### src/rtl/pipe_control.sv
// pipe_control: control path for a 5-stage in-order pipeline.
// Decodes the ID-stage instruction and carries its controls through the
// ID/EX, EX/MEM and MEM/WB registers. Handles external stalls, flushes and
// the end-of-program drain/halt sequence.
//
// Optional feature: define LOAD_USE_HAZARD_EN to enable internal load-use
// hazard detection (one bubble per load followed by a dependent instruction).
//
// Ports:
//   clk, reset                      clock, synchronous active-high reset
//   id_valid/op/func/rs/rt/rd       ID-stage instruction
//   stall_in, flush_in              external stall request, redirect squash
//   stall_out                       ID/IF must hold this cycle
//   ex_*                            EX-stage controls and source registers
//   mem_valid/write/read_width,
//   mem_to_reg                      MEM-stage controls
//   wb_valid/reg_write/mem_to_reg,
//   wb_dest                         WB-stage controls
//   halted                          EOP reached and pipeline drained
//
// FSM states:
//   state    | meaning
//   S_RUN    | normal issue
//   S_DRAIN  | EOP accepted; bubbles issued while older work retires
//   S_HALTED | pipeline empty; held until reset
module pipe_control #(
  parameter int REG_AW = 5,
  parameter int ALUC_W = 4,
  parameter int MEMW_W = 4
) (
  input  logic              clk,
  input  logic              reset,
  input  logic              id_valid,
  input  logic [5:0]        id_op,
  input  logic [5:0]        id_func,
  input  logic [REG_AW-1:0] id_rs,
  input  logic [REG_AW-1:0] id_rt,
  input  logic [REG_AW-1:0] id_rd,
  input  logic              stall_in,
  input  logic              flush_in,
  output logic              stall_out,
  output logic              ex_valid,
  output logic              ex_reg_dst,
  output logic              ex_alu_src,
  output logic              ex_alu_shift_imm,
  output logic              ex_zero_ex,
  output logic              ex_load_imm,
  output logic              ex_branch,
  output logic              ex_branch_type,
  output logic              ex_jump,
  output logic [ALUC_W-1:0] ex_alu_ctrl,
  output logic [REG_AW-1:0] ex_rs,
  output logic [REG_AW-1:0] ex_rt,
  output logic              mem_valid,
  output logic [MEMW_W-1:0] mem_write,
  output logic [1:0]        mem_read_width,
  output logic              mem_to_reg,
  output logic              wb_valid,
  output logic              wb_reg_write,
  output logic              wb_mem_to_reg,
  output logic [REG_AW-1:0] wb_dest,
  output logic              halted
);

  typedef struct packed {
    logic              valid;
    logic              reg_dst;
    logic              alu_src;
    logic              shift_imm;
    logic              zero_ex;
    logic              load_imm;
    logic              branch;
    logic              branch_type;
    logic              jump;
    logic              mem_to_reg;
    logic              reg_write;
    logic [ALUC_W-1:0] alu_ctrl;
    logic [MEMW_W-1:0] mem_write;
    logic [1:0]        rd_width;
    logic [REG_AW-1:0] rs;
    logic [REG_AW-1:0] rt;
    logic [REG_AW-1:0] dest;
  } idex_t;

  typedef enum logic [1:0] {S_RUN, S_DRAIN, S_HALTED} state_t;

  state_t state_q;
  logic [1:0] cnt_q;
  logic halted_q;

  idex_t dec, idex_d, idex_q;
  logic dec_eop, hazard, take;

  logic              exmem_valid_q, exmem_m2r_q, exmem_rw_q;
  logic [MEMW_W-1:0] exmem_mw_q;
  logic [1:0]        exmem_width_q;
  logic [REG_AW-1:0] exmem_dest_q;
  logic              memwb_valid_q, memwb_rw_q, memwb_m2r_q;
  logic [REG_AW-1:0] memwb_dest_q;

  always_comb begin
    dec = '0;
    dec_eop = 1'b0;
    dec.valid = 1'b1;
    dec.rs = id_rs;
    dec.rt = id_rt;
    unique case (id_op)
      6'b100000, 6'b100100, 6'b100001, 6'b100101, 6'b100011, 6'b100111: begin
        dec.alu_ctrl   = ALUC_W'(3);
        dec.alu_src    = 1'b1;
        dec.mem_to_reg = 1'b1;
        dec.reg_write  = 1'b1;
        // op[1:0]: 00 byte, 01 half, 11 word
        dec.rd_width   = (id_op[1:0] == 2'b00) ? 2'd2 :
                         (id_op[1:0] == 2'b01) ? 2'd1 : 2'd0;
      end
      6'b101000, 6'b101001, 6'b101011: begin
        dec.alu_ctrl  = ALUC_W'(3);
        dec.alu_src   = 1'b1;
        dec.mem_write = (id_op[1:0] == 2'b00) ? MEMW_W'(4'b0001) :
                        (id_op[1:0] == 2'b01) ? MEMW_W'(4'b0011) : MEMW_W'(4'b1111);
      end
      6'b001000: begin dec.alu_src = 1'b1; dec.reg_write = 1'b1; dec.alu_ctrl = ALUC_W'(3); end
      6'b001100: begin dec.alu_src = 1'b1; dec.reg_write = 1'b1; dec.alu_ctrl = ALUC_W'(5); dec.zero_ex = 1'b1; end
      6'b001101: begin dec.alu_src = 1'b1; dec.reg_write = 1'b1; dec.alu_ctrl = ALUC_W'(6); dec.zero_ex = 1'b1; end
      6'b001110: begin dec.alu_src = 1'b1; dec.reg_write = 1'b1; dec.alu_ctrl = ALUC_W'(7); dec.zero_ex = 1'b1; end
      6'b001010: begin dec.alu_src = 1'b1; dec.reg_write = 1'b1; dec.alu_ctrl = ALUC_W'(9); end
      6'b001111: begin dec.alu_src = 1'b1; dec.reg_write = 1'b1; dec.alu_ctrl = ALUC_W'(0); dec.load_imm = 1'b1; end
      6'b000100: begin dec.alu_ctrl = ALUC_W'(4); dec.branch = 1'b1; end
      6'b000101: begin dec.alu_ctrl = ALUC_W'(4); dec.branch = 1'b1; dec.branch_type = 1'b1; end
      6'b000010: begin dec.alu_ctrl = ALUC_W'(4); dec.jump = 1'b1; end
      6'b111111: dec_eop = 1'b1;
      default: begin
        dec.reg_dst   = 1'b1;
        dec.reg_write = 1'b1;
        dec.shift_imm = (id_func == 6'd0) || (id_func == 6'd2) || (id_func == 6'd3);
        unique case (id_func)
          6'b000000, 6'b000100: dec.alu_ctrl = ALUC_W'(0);
          6'b000010, 6'b000110: dec.alu_ctrl = ALUC_W'(1);
          6'b000011, 6'b000111: dec.alu_ctrl = ALUC_W'(2);
          6'b100000: dec.alu_ctrl = ALUC_W'(3);
          6'b100010: dec.alu_ctrl = ALUC_W'(4);
          6'b100100: dec.alu_ctrl = ALUC_W'(5);
          6'b100101: dec.alu_ctrl = ALUC_W'(6);
          6'b100110: dec.alu_ctrl = ALUC_W'(7);
          6'b100111: dec.alu_ctrl = ALUC_W'(8);
          6'b101010: dec.alu_ctrl = ALUC_W'(9);
          default: begin dec.alu_ctrl = '1; dec.reg_write = 1'b0; end
        endcase
      end
    endcase
    dec.dest = dec.reg_dst ? id_rd : id_rt;
  end

`ifdef LOAD_USE_HAZARD_EN
  assign hazard = idex_q.valid && idex_q.mem_to_reg && (idex_q.dest != '0) &&
                  ((idex_q.dest == id_rs) || (idex_q.dest == id_rt)) && id_valid;
`else
  assign hazard = 1'b0;
`endif

  // A flush squashes the ID instruction anyway, so it overrides any stall.
  assign stall_out = !flush_in && (stall_in || hazard || (state_q != S_RUN));
  assign take      = id_valid && !flush_in && !stall_out && (state_q == S_RUN);
  assign idex_d    = take ? dec : '0;

  always_ff @(posedge clk) begin
    if (reset) begin
      idex_q        <= '0;
      exmem_valid_q <= 1'b0;
      exmem_m2r_q   <= 1'b0;
      exmem_rw_q    <= 1'b0;
      exmem_mw_q    <= '0;
      exmem_width_q <= '0;
      exmem_dest_q  <= '0;
      memwb_valid_q <= 1'b0;
      memwb_rw_q    <= 1'b0;
      memwb_m2r_q   <= 1'b0;
      memwb_dest_q  <= '0;
    end else begin
      idex_q        <= idex_d;
      exmem_valid_q <= idex_q.valid;
      exmem_m2r_q   <= idex_q.mem_to_reg;
      exmem_rw_q    <= idex_q.reg_write;
      exmem_mw_q    <= idex_q.mem_write;
      exmem_width_q <= idex_q.rd_width;
      exmem_dest_q  <= idex_q.dest;
      memwb_valid_q <= exmem_valid_q;
      memwb_rw_q    <= exmem_rw_q;
      memwb_m2r_q   <= exmem_m2r_q;
      memwb_dest_q  <= exmem_dest_q;
    end
  end

  // Drain counts 3 -> 0; the move to HALTED coincides with the EOP leaving WB.
  always_ff @(posedge clk) begin
    if (reset) begin
      state_q  <= S_RUN;
      cnt_q    <= 2'd0;
      halted_q <= 1'b0;
    end else begin
      unique case (state_q)
        S_RUN: if (take && dec_eop) begin
          state_q <= S_DRAIN;
          cnt_q   <= 2'd3;
        end
        S_DRAIN: begin
          cnt_q <= cnt_q - 2'd1;
          if (cnt_q == 2'd1) begin
            state_q  <= S_HALTED;
            halted_q <= 1'b1;
          end
        end
        S_HALTED: halted_q <= 1'b1;
        default: state_q <= S_RUN;
      endcase
    end
  end

  assign ex_valid         = idex_q.valid;
  assign ex_reg_dst       = idex_q.reg_dst;
  assign ex_alu_src       = idex_q.alu_src;
  assign ex_alu_shift_imm = idex_q.shift_imm;
  assign ex_zero_ex       = idex_q.zero_ex;
  assign ex_load_imm      = idex_q.load_imm;
  assign ex_branch        = idex_q.branch;
  assign ex_branch_type   = idex_q.branch_type;
  assign ex_jump          = idex_q.jump;
  assign ex_alu_ctrl      = idex_q.alu_ctrl;
  assign ex_rs            = idex_q.rs;
  assign ex_rt            = idex_q.rt;
  assign mem_valid        = exmem_valid_q;
  assign mem_write        = exmem_mw_q;
  assign mem_read_width   = exmem_width_q;
  assign mem_to_reg       = exmem_m2r_q;
  assign wb_valid         = memwb_valid_q;
  assign wb_reg_write     = memwb_rw_q;
  assign wb_mem_to_reg    = memwb_m2r_q;
  assign wb_dest          = memwb_dest_q;
  assign halted           = halted_q;

endmodule
### config.mk
export PLATFORM = sky130hd
export DESIGN_NAME = pipe_control
export DESIGN_NICKNAME = d
export VERILOG_FILES = /design/src/rtl/pipe_control.sv
export SDC_FILE = /design/constraint.sdc
export NUM_CORES = 1
export LEC_CHECK = 0
export BUFFER_PORTS_ARGS = -buffer_cell sky130_fd_sc_hd__buf_2
export CAP_MARGIN = 20
export CORE_MARGIN = 10
export CORE_UTILIZATION = 35
export DETAILED_ROUTE_END_ITERATION = 10
export GPL_TIMING_DRIVEN = 0
export PLACE_DENSITY = 0.6
export SETUP_SLACK_MARGIN = 0.5
export SLEW_MARGIN = 20
export SYNTH_ARGS = -nofsm -noshare
export SYNTH_HDL_FRONTEND = slang
export SYNTH_SLANG_ARGS = --single-unit
### constraint.sdc
create_clock -name clk -period 2.1 [get_ports clk]
set_input_delay 0.21 -clock clk [delete_from_list [all_inputs] [get_ports clk]]
set_output_delay 0.21 -clock clk [all_outputs]
set_load 0.02 [all_outputs]
==> results of run 1 <==
==> power groups by stage <==
| stage | Sequential [mW] | Combinational (mW) | Clock [mW] |
|---|---|---|---|
| after floorplan | 1.20 | 0.135 | 0 |
| after global placement | 1.20 | 0.211 | 0 |
| after detailed placement | 1.20 | 0.213 | 0 |
| after CTS | 1.17 | 0.224 | 1.16 |
| after global routing | 1.17 | 0.259 | 1.21 |
| final | 1.17 | 0.237 | 1.13 |
==> synthesized netlist by cell type, types with 2 or more instances <==
cell	instances	area share
o21ai_0	5	0.010
a221oi_1	3	0.011
or3_4	2	0.0091
nand2b_1	10	0.025
nand2_1	16	0.024
nand3_1	6	0.012
buf_2	3	0.0061
and3b_1	2	0.0071
and3_1	2	0.0051
nor2_1	13	0.020
a211oi_1	6	0.018
inv_1	10	0.015
nor4_1	3	0.0076
nor3_1	6	0.012
o311a_1	2	0.0081
a21bo_2	2	0.0081
buf_4	16	0.049
and4_1	2	0.0071
nor4bb_1	2	0.0081
and2_1	5	0.013
a31oi_1	3	0.0076
xnor2_1	2	0.0071
a21oi_1	7	0.014
clkbuf_1	14	0.021
nand3b_1	3	0.0091
a21boi_0	2	0.0061
a2111oi_0	2	0.0071
or4b_2	2	0.0081
dfxtp_1	61	0.49
mux2i_1	5	0.020
nor2b_1	25	0.063
==> per-stage QoR <==
| stage | setup WS (ns) | instances |
|---|---|---|
| 3_5_place_dp | 0.1723 | 426 |
| 5_1_grt | 0.3498 | 450 |
| 6_report | 0.3852 | 450 |
| 3_3_place_gp | 0.1495 | 426 |
| 2_1_floorplan | 0.4231 | 262 |
| 4_1_cts | 0.3464 | 448 |
==> how the worst min path moves through the flow <==
stage / start / endpoint / slack, ns / depth (start not counted)
6_report: id_rt[1] / ex_rt[1] / 0.08 / 3
5_1_grt: id_rs[2] / ex_rs[2] / 0.07 / 2
4_1_cts: id_rt[3] / ex_rt[3] / 0.06 / 3
3_5_place_dp: id_rs[1] / ex_rs[1] / 0.41 / 2
3_3_place_gp: id_rs[4] / ex_rs[4] / 0.41 / 2
2_1_floorplan: reset / exmem_dest_q[0] / 0.28 / 1
==> layout by cell type, fill, tap and decap left out, types with 4 or more instances in the layout <==
master    instances
mux2i_1           5
o21ai_0           4
buf_6             4
nand2_2           5
nor3_1            4
nand2_4           4
clkbuf_8          9
inv_1            10
buf_2            68
a21oi_1           6
nor2b_1          25
nand2b_1         10
clkbuf_1         12
nand3_1           4
dfxtp_1          60
nor2_1           13
and2_1            5
a211oi_1          5
nand2_1           7
buf_4            22
==> cell families after synthesis <==
group           after synthesis  synth area share
simple gates                107            0.2572
fa+ha+maj                     1          0.005052
compound gates               41            0.1233
buf+inv                      45           0.09399
xor+xnor                      2          0.007076
flops                        61            0.4932
mux                           5           0.02021
==> metal layers <==
layer	share of wire	GRT usage	routed length [µm]
met1	0.45	0.1291	2755
met2	0.48	0.1748	2968
met3	0.052	0.03408	322
met4	0.021	0.05765	131
met5	0	0	0
==> tightest hold or removal path, delay by kind of cell <==
kind | cells | cell delay (ns)
AND/OR/NAND/NOR | 1 | 0.05
buffers and inverters | 2 | 0.12
==> cell type report <==
| class | instances | area, µm² | share of cell area |
|---|---|---|---|
| flip-flops and latches | 61 | 1222 | 0.3644 |
| inverters | 11 | 48.80 | 0.01455 |
| multi-input cells | 156 | 1117 | 0.3331 |
| repair buffers | 76 | 410.4 | 0.1223 |
| well taps | 96 | 120.1 | 0.03581 |
| clock buffers | 9 | 123.9 | 0.03693 |
| clock inverters | 7 | 97.59 | 0.02909 |
| plain buffers | 34 | 214.0 | 0.06378 |
==> repair_timing <==
action | CTS | global route
gates cloned | 2 | 0
setup endpoints to repair | 33 | 21
pin swaps | 9 | 8
setup buffers | 4 | 2
gates resized for setup | 16 | 23
hold buffers | 0 | 0
==> results summary, run 1 <==
The total non-filler cell area in the finished layout came out at 3354 µm². The final critical-path required period is 1.715 ns. The number of gates on the worst path with buffers counted is 5. The number of max-slew violations in the final report came to 0. TritonCTS built the clock tree.

The die outline height is 104.1 µm. The cell at the root of the clock tree is clkbuf_8. The power density over cell area came out at 757.7 nW/µm². The register with the most flip-flops in the layout has 12 of them. The run finished with clean final reports. The initial antenna violation count is 0. The source of the worst register-to-register timing path is state_q[1]. The total cell area at the placement stage came out at 2949 µm². The number of core rows came out at 30. Following the worst setup path forward leads to its endpoint at ex_alu_ctrl[1]. Static timing analysis puts the maximum clock frequency at 0.5832 GHz. The element type at the critical path end is a flop.

The pin count of the biggest net entering global routing is 13. The die area came out at 10840 µm². The utilization after layout came out at 0.4910. The number of cells traversed by the worst register-to-register path came out at 5. The count of buffers added on input and output ports is 68. The number of hold-slack violations in the final timing report came out at 0. The leakage power came out at 1.563 nW. The setup path with the least slack is of type reg2reg. The total clock buffers created by CTS came out at 9. Compared with the post-synthesis result, the final layout area differs by 35.47%. The setup skew after layout came out at ~0.0050 ns.

The number of distinct library cells after synthesis came out at 51. In this run the register-to-register setup slack is 0.39 ns. The first routing iteration left 112 violations. The min-delay analysis places its worst path in the category in2reg. The relative max-transition margin came out at 0.6007. The most used flip-flop cell after synthesis is dfxtp_1. The via total after detailed routing is just over 2000. The average wire per standard cell is 13.73 µm.

The wire length of the first global-routing pass came out at 9756 µm. The routability-driven placement congestion ratio came out at 0.8722. The tool flagged a number of max-cap violations equal to 0. The remaining design rule violation count came out at 0.

Walking the worst path, the cells encountered are or3_4 -> or3_4 -> buf_6 -> a221oi_1 -> o31a_1. STA classifies the critical path startpoint as a flop. The switching portion of total power is 0.2377. The number of clock sinks came out at slightly above 60. The area of the mapped netlist is roughly 2500 µm².

The later-pin clock latency in the skew report came out at about 0.33 ns. The HPWL reported at the end of detailed placement came out at about 4500 µm. Of the synthesized area, sequential elements account for 0.4932.

The cell count after synthesis is ~260. The area inside the core boundary came out at between 6000 and 7000 µm². The actual transition at the worst max-transition pin came out at 0.5989 ns. The number of placed I/O pins is 73. STA puts the critical path data arrival time at roughly 2.0 ns. The count of final setup violators came out at 0. The overall overflow remaining after global route came out at 0.

The final total power is 2.542 mW. The average cell area after synthesis is 9.451 µm². The number of antenna diodes in the final layout is 0. The post-layout net count came out at 382. The synthesized design contains 0 enable-type register cells. The maximum clock insertion buffer count is 2. The clock slew seen by the registers of the worst setup and hold paths is 0.07 ns.

The routed wire length is ~6200 µm. The number of fill cells is 680. The post-route clock period utilization came out at 0.8166. Setup repair after global routing could not meet its margin everywhere. The maximum level of the CTS H-tree is 3. The sequential fraction of design power came out at 0.461. In this run the horizontal extent of the chip is approximately 100 µm. The flop and latch count out of synthesis is 61.

The total negative setup slack came out at 0 ns. The worst vdd rail ir drop is about 320 µV. The required time of the critical path is ~2.4 ns. Tracing the worst setup path back leads to its startpoint at state_q[1]. The maximum cell stage delay along the critical path came out at 0.37 ns. The cell-internal power came out at around 1.9 mW. The proportion of power drawn by the clock network came out at 0.446. The count of nets left with antenna violations once routing finished came out at 0. The count of yosys warnings during synthesis came out at 0. In the synthesized netlist the async set-or-reset flop fraction comes to 0. The reg-to-reg critical path endpoint is ex_alu_ctrl[1]. Synthesis produced a netlist with a net count of 295.

The count of TritonRoute iterations in the first routing pass came out at 4. After detailed routing, the number of vias per cell comes to 4.544. The fraction of layout cells with a size suffix above 1 came out at 0.4040.

For this design, the slowest cell found on the critical path is or3_4. The number of global-route vias before repair was 1958. The cell family contributing the most delay on the critical path is simple AND/OR/NAND/NOR gates. Counting both buffers and inverters, the worst setup path holds a total of 1.

The register with the most flip-flops in the final layout is idex_q. The part of the power in combinational logic is 0.093. Along the worst path, the maximum fanout reaches 5. For this run, the total global-route usage over all layers was measured as 0.1097.

The switching power total is around 0.60 mW. The worst hold margin is 0.07937 ns. The cell repeated most along the worst path is or3_4. For this configuration, the core starts out at a cell density of 0.3625.
(Power assumes the default switching activity.)
==> run 2: changes to the inputs <==
--- a/config.mk
+++ b/config.mk
@@ -11,7 +11,7 @@
 export CORE_UTILIZATION = 35
 export DETAILED_ROUTE_END_ITERATION = 10
 export GPL_TIMING_DRIVEN = 0
-export PLACE_DENSITY = 0.6
+export PLACE_DENSITY = 0.62
 export SETUP_SLACK_MARGIN = 0.5
 export SLEW_MARGIN = 20
 export SYNTH_ARGS = -nofsm -noshare
==> constraint.sdc (replaced) <==
create_clock -name clk -period 1.5 [get_ports clk]
set_input_delay 0.15 -clock clk [delete_from_list [all_inputs] [get_ports clk]]
set_output_delay 0.15 -clock clk [all_outputs]
set_load 0.02 [all_outputs]
==> run 2 against run 1 <==
  * The flow now finishes with violations (setup timing)
  * First-iteration DRC count shrank 33%
  * Fmax fell by 0.64%
  * Clock power grew 24%
  * Die area did not move
  * Global-route usage up 0.23 points
  * Sequential share of layout area down 2.4 points
  * Combinational power up 58%
  * Non-clock buffer count rose by 4
  * Register-to-register slack lost 0.61 ns
  * Critical path type unchanged
  * Highest routed layer unchanged
==> results summary, run 2 (same netlist as run 1, synthesis figures left out) <==
The number of placed I/O pins is 73. The HPWL reported at the end of detailed placement is 4432 µm. The final critical-path required period came out at 1.726 ns. The setup skew after layout came out at 0.007242 ns. On the worst path, the slowest cell contributes a delay of 0.39 ns.

The routed wire length is 6441 µm. Clock-pin slew was measured on the worst setup and hold paths at 0.06 ns. In the final routed layout, each cell accounts on average for 14.19 µm. The data arrival time at the worst-slack endpoint came out at 1.98 ns. In the routed layout, each cell is associated on average with a via count of 4.714. For this run, design rule violations remaining after detail routing come to 0. Max-cap violations in this run came to 0. The pin count of the biggest net entering global routing is 11.

The run finished, with violations left. The relative max-transition margin is 0.5818. The number of nets with antenna violations after routing came out at 0.

The total clock buffers created by CTS is 9. The routability-driven placement congestion ratio is ~0.9. The overall overflow remaining after global route is 0. The critical path crosses 5 cells after its start point. TritonCTS built the clock tree. The number of cells traversed by the worst register-to-register path is 5. In the final layout, the multi-input gates occupy 1206 µm². The signal on the critical path passes through or3_4 -> or3_4 -> buf_8 -> or3_4 -> nor3_2. The register with the highest flop count is idex_q. The worst setup path is of the reg2reg kind. Leaving out fill and tap cells, the most frequent cells in the layout are 52 x dfxtp_1, 48 x buf_2, 29 x buf_6.

The register with the most flip-flops in the layout has 12 of them. The utilization after layout came out at 0.5306. Leaving out fill and tap cells, the most frequent cell in the layout is dfxtp_1. The achievable frequency came out at around 0.58 GHz. The tree is rooted in a clkbuf_8. The detailed router placed 2140 vias in this run. The number of global-route vias before repair is 2027. The worst setup slack for register-to-register paths is -0.23 ns. The initial antenna violation count came out at 0. The die covers around 11000 µm². In this design, the critical path's most frequently occurring cell is or3_4.

The number of fill cells is 602. The count of final setup violators is 37. The combined buffer and inverter count along the critical path came out at 1. The number of DRC markers in iteration 0 is 75. The element type at the critical path end is a flop. On the critical path the largest part of the delay comes from simple AND/OR/NAND/NOR gates. The overall die width is 104.1 µm. The total negative setup slack is -4.440 ns. 0 antenna diodes ended up in the layout.

The number of core rows came out at 30. The maximum fanout along the worst path is 5. The worst-case IR drop observed on VDD is between 300 and 400 µV. The checks that failed: setup timing.

The required time of the critical path came out at around 1.8 ns. The maximum level of the CTS H-tree is 3. At the end of the flow, the number of nets in the layout was just under 400. The count of TritonRoute iterations in the first routing pass came out at 4. The power density over cell area came out at 941.2 nW/µm².

The area growth from synthesis to layout is 46.39%. The clock drives 61 sinks. The global-route usage over all layers is 0.1120.

The count of cells along the worst hold path came out at 2. The actual transition at the worst max-transition pin came out at between 0.6 and 0.7 ns. The wire length of the first global-routing pass is 9880 µm.

The worst hold path belongs to the class in2reg. The maximum clock insertion buffer count came out at 2. Setup repair after global routing could not meet its margin everywhere.

After clock tree synthesis, the flow added hold-fix buffers numbering 0. After layout, the worst setup slack is -0.2258 ns. The total area of sequential cells came out at roughly 1200 µm². The number of hold-slack violations in the final timing report came to 0.

The die outline height is approximately 100 µm. The slowest cell on the critical path is or3_4. STA classifies the critical path startpoint as a flop. The area inside the core boundary came out at 6832 µm². The final total power is approximately 3.4 mW. Of the available clock period, the critical path in the final layout requires 1.151. Of the cells placed in the final design, the portion with a size suffix greater than 1 is 0.4637. The number of I/O port buffers is between 60 and 70. The later pin in the worst-skew pair is clocked with a latency of ~0.33 ns. The number of max-slew violations in the final report came out at 0. The leakage power is approximately 1.6 nW. The initial utilization of the core area, before any placement, comes to 0.3625.
## run 2: cell types whose count changed in the layout (fill, tap and decap cells not counted), sizes merged
cell and change:
clkbuf +3, clkinvlp -1, buf +4, bufinv -1
inv -2, clkinv +1
## run 2: report_power, final
group | leakage [nW] | switching (mW) | total (mW) | internal (mW)
Clock | 0.0964 | 0.588 | 1.40 | 0.807
Sequential | 0.497 | 0.00469 | 1.64 | 1.64
Combinational | 1.01 | 0.214 | 0.374 | 0.160
Total | 1.61 | 0.807 | 3.41 | 2.60
## run 2: worst paths after layout
path	endpoint	startpoint
min	ex_rs[1]	id_rs[1]
min reg2reg	wb_dest[3]	exmem_dest_q[3]
max reg2reg	idex_q[16]	state_q[0]
max	idex_q[16]	state_q[0]
## run 2: timing repair
item | in CTS | in global routing
buffers inserted | 5 | 5
pin swaps | 7 | 13
cloned | 2 | 0
gates resized for setup | 48 | 68
setup endpoints to repair | 55 | 61
## run 2: layout make-up
class / instances / area share
Buffer: 34 / 0.06904
Clock buffer: 12 / 0.04004
Clock inverter: 4 / 0.01312
Inverter: 11 / 0.01484
Multi-Input combinational cell: 156 / 0.3328
Sequential cell: 61 / 0.3400
Tap cell: 96 / 0.03314
Timing Repair Buffer: 80 / 0.1571
## run 2: routing by layer
metal | GRT usage | vias up | share of wire
met4 | 0.05467 | 0 | 0.019
met1 | 0.1235 | 1011 | 0.41
met5 | 0 | - | 0
met3 | 0.04337 | 9 | 0.057
met2 | 0.1842 | 50 | 0.51
li1 | - | 1070 | -
## run 2: stage by stage
stage,hold slack [ns],cells,area (µm²),setup WS (ns)
after CTS,0.003009,449,3368,-0.2075
after global placement,0.3509,426,2955,-0.3898
after detailed placement,0.3558,426,2955,-0.4031
after global routing,0.003302,454,3625,-0.2794
final,0.01633,454,3625,-0.2258
after floorplan,0.2216,262,2495,-0.1767
==> run 3: changes to the inputs <==
--- a/config.mk
+++ b/config.mk
@@ -7,6 +7,7 @@
 export LEC_CHECK = 0
 export BUFFER_PORTS_ARGS = -buffer_cell sky130_fd_sc_hd__buf_2
 export CAP_MARGIN = 20
+export CORE_ASPECT_RATIO = 0.9
 export CORE_MARGIN = 10
 export CORE_UTILIZATION = 35
 export DETAILED_ROUTE_END_ITERATION = 10
==> run 3 against run 2 <==
  * The flow still finishes with violations (setup timing)
  * Final area is 2.1% lower
  * Cell count shrank 0.44%
  * Global-route usage up 0.45 points
  * Clock-buffer cell count decreased by 3
==> results summary, run 3 (same netlist as run 1, synthesis figures left out) <==
The reg-to-reg critical path endpoint is idex_q[16]. The most common cell after layout, fill and taps aside is dfxtp_1. The initial antenna violation count is 0. The post-layout net count came out at 387. The number of core rows came out at 29. The starting utilization of the core area is 0.3554. The count of antenna diodes in the layout is 0. The fraction of layout cells with a size suffix above 1 came out at 0.4150. Counting instances, the worst hold path has a depth of 3. For this run, the top clock speed supported by timing is ~0.59 GHz. Between clock sinks in the finished design, the worst skew comes to 0.007579 ns. Dividing the detail-routed wire length by the instance count gives 13.85 µm. The worst hold-check path type is in2reg. The number of global-route vias before repair came out at 2045.

The switching power total came out at 0.8679 mW. The analysis attributes to cell leakage a power of 1.579 nW. Clock-pin slew was measured on the worst setup and hold paths at 0.07 ns. The sequential fraction of design power is 0.478. The overall die width is 108.7 µm.

The final critical-path required period came out at 1.684 ns. Walking the worst path, the cells encountered are or3_4 -> or3_4 -> buf_6 -> or3_4 -> nor3_2. The total clock buffers created by CTS is 9. Measured on the finished design, the core utilization comes to 0.5093. The number of placed I/O pins came out at 73.

The power density over cell area came out at 968.0 nW/µm². Across all layers, the routed design uses 2087 vias. STA classifies the critical path startpoint as a flop. The remaining design rule violation count came out at 0. The number of nets with antenna violations after routing came out at 0. The data arrival time at the worst-slack endpoint came out at ~2.0 ns. The part of the power in combinational logic is 0.104. The later-pin clock latency in the skew report came out at 0.33 ns.

The checks that failed: setup timing. The worst setup path is of the reg2reg kind. The number of max-slew violations in the final report is 0. The register with the most flip-flops in the layout has 12 of them. The floorplan step defined a die boundary enclosing between 10000 and 15000 µm². In this run the worst path has a maximum fanout of 6. The area inside the core boundary came out at 6967 µm². After detailed routing, the total wire length is 6260 µm. The per-cell via count in the routed design came out at 4.617. The startpoint identified for the worst hold timing path is id_rt[1]. The layout overhead on the synthesized area came out at 43.30%.

The proportion of power drawn by the clock network came out at 0.419. The actual transition at the worst max-transition pin is roughly 0.64 ns. STA classifies the critical path endpoint as a flop.

The flow ran to the end, but the final reports show violations. For this block, the initial DRC count from the detailed router was 106. The wire length of the first global-routing pass came out at roughly 10000 µm. Setup repair after global routing could not meet its margin everywhere. The routability-driven placement congestion ratio came out at roughly 0.82.

The maximum cell stage delay along the critical path came out at roughly 0.37 ns. The global-route usage over all layers is 0.1165. After legalization and detailed placement, the total HPWL measured 4440 µm. The final total power came out at 3.435 mW.

For hold timing, the worst endpoint is ex_rt[1]. The number of hold-slack violations in the final timing report came to 0. The die outline height came out at 99.80 µm. The H-tree was split into 3 levels.

At the placement stage, the worst setup path has a slack of -0.3659 ns. The register with the most flip-flops in the final layout is idex_q. The tree built by TritonCTS fans out to 61 sinks. Summed over all failing endpoints, the final setup total negative slack is -3.448 ns. After layout, the worst setup slack is -0.1840 ns. The worst setup slack for register-to-register paths is -0.18 ns. The number of fill cells is 667. The maximum clock insertion buffer count is 2. The count of TritonRoute iterations in the first routing pass is 4. Dividing the final minimum period by the clock period gives 1.123. The overall overflow remaining after global route is 0. The number of I/O port buffers is 68. STA puts the critical path data required time at ~1.8 ns. The max-cap check violation count came out at 0. The cell-internal power came out at around 2.6 mW. Counting stages on the worst path, the most repeated cell is or3_4. The startpoint identified for the worst register-to-register timing path is state_q[1]. The number of cells traversed by the worst register-to-register path came out at 5.

TritonCTS built the clock tree. The pin count of the biggest net entering global routing came out at 13. The count of final setup violators is 34. The worst vdd rail ir drop is 404.2 µV. The cell sitting at the root of the clock tree is a clkbuf_8.

The switching portion of total power came out at 0.2527. In this run the tightest slew margin relative to its limit is 0.5613. The slowest stage of the critical path belongs to the cell or3_4. In the layout the commonest cells are 51 x dfxtp_1, 41 x buf_2, 29 x buf_6.
==> run 3: cell count changes in the layout (fill, tap and decap cells not counted), sizes merged <==
cell,before,now
clkinv,3,4
dlygate4sd3,0,5
buf,100,96
inv,10,12
clkbuf,26,23
==> run 3: worst max path at each step <==
stage | slack (ns) | endpoint | start | cells after the start
2_1_floorplan | -0.18 | idex_q[16] | state_q[0] | 5
3_3_place_gp | -0.38 | ex_alu_ctrl[0] | id_op[3] | 6
3_5_place_dp | -0.37 | ex_alu_ctrl[0] | id_op[3] | 6
4_1_cts | -0.18 | idex_q[16] | state_q[1] | 5
5_1_grt | -0.27 | idex_q[16] | state_q[1] | 5
6_report | -0.18 | idex_q[16] | state_q[1] | 5
==> run 3: through the flow <==
stage          hold WS, ns  std cells  instance area [µm²]
2_1_floorplan       0.2216        262                 2495
4_1_cts           0.004553        451                 3423
3_3_place_gp        0.3480        423                 2952
5_1_grt            0.01596        452                 3548
6_report           0.02009        452                 3548
3_5_place_dp        0.3538        423                 2952
==> run 3: layer usage <==
metal,vias to the layer above,track usage,routed length (µm)
li1,1078,-,-
met1,950,0.1335,2644
met2,52,0.1902,3064
met3,7,0.04484,473
met4,0,0.04863,78
met5,-,0,0
==> run 3: repair_timing <==
action,4_1_cts,5_1_grt
setup endpoints to repair,58,66
pin swaps,4,3
hold buffers,5,0
gates resized for setup,50,39
gates cloned,1,0
buffers inserted,6,1
endpoints found under the hold margin,5,0
==> run 3: critical path, delay by kind of cell, from the launching register on <==
kind	cells	cell delay, ns
buffers and inverters	1	0.15
DFF	1	0.32
and+or+nand+nor	4	1.14
==> run 3: power groups by stage <==
stage / registers (mW) / clock network, mW / logic (mW)
after detailed placement: 1.68 / 0 / 0.296
after global routing: 1.64 / 1.56 / 0.390
final: 1.64 / 1.44 / 0.356
after CTS: 1.64 / 1.49 / 0.339
after floorplan: 1.68 / 0 / 0.189
after global placement: 1.68 / 0 / 0.292
==> run 3: area by class of cell <==
| cell class | count | area [µm²] | area share |
|---|---|---|---|
| Timing Repair Buffer | 81 | 588.1 | 0.1657 |
| Clock inverter | 7 | 73.82 | 0.02080 |
| Buffer | 34 | 239.0 | 0.06735 |
| Inverter | 11 | 46.29 | 0.01305 |
| Multi-Input combinational cell | 156 | 1127 | 0.3177 |
| Sequential cell | 61 | 1234 | 0.3477 |
| Clock buffer | 9 | 123.9 | 0.03491 |
| Tap cell | 93 | 116.4 | 0.03279 |
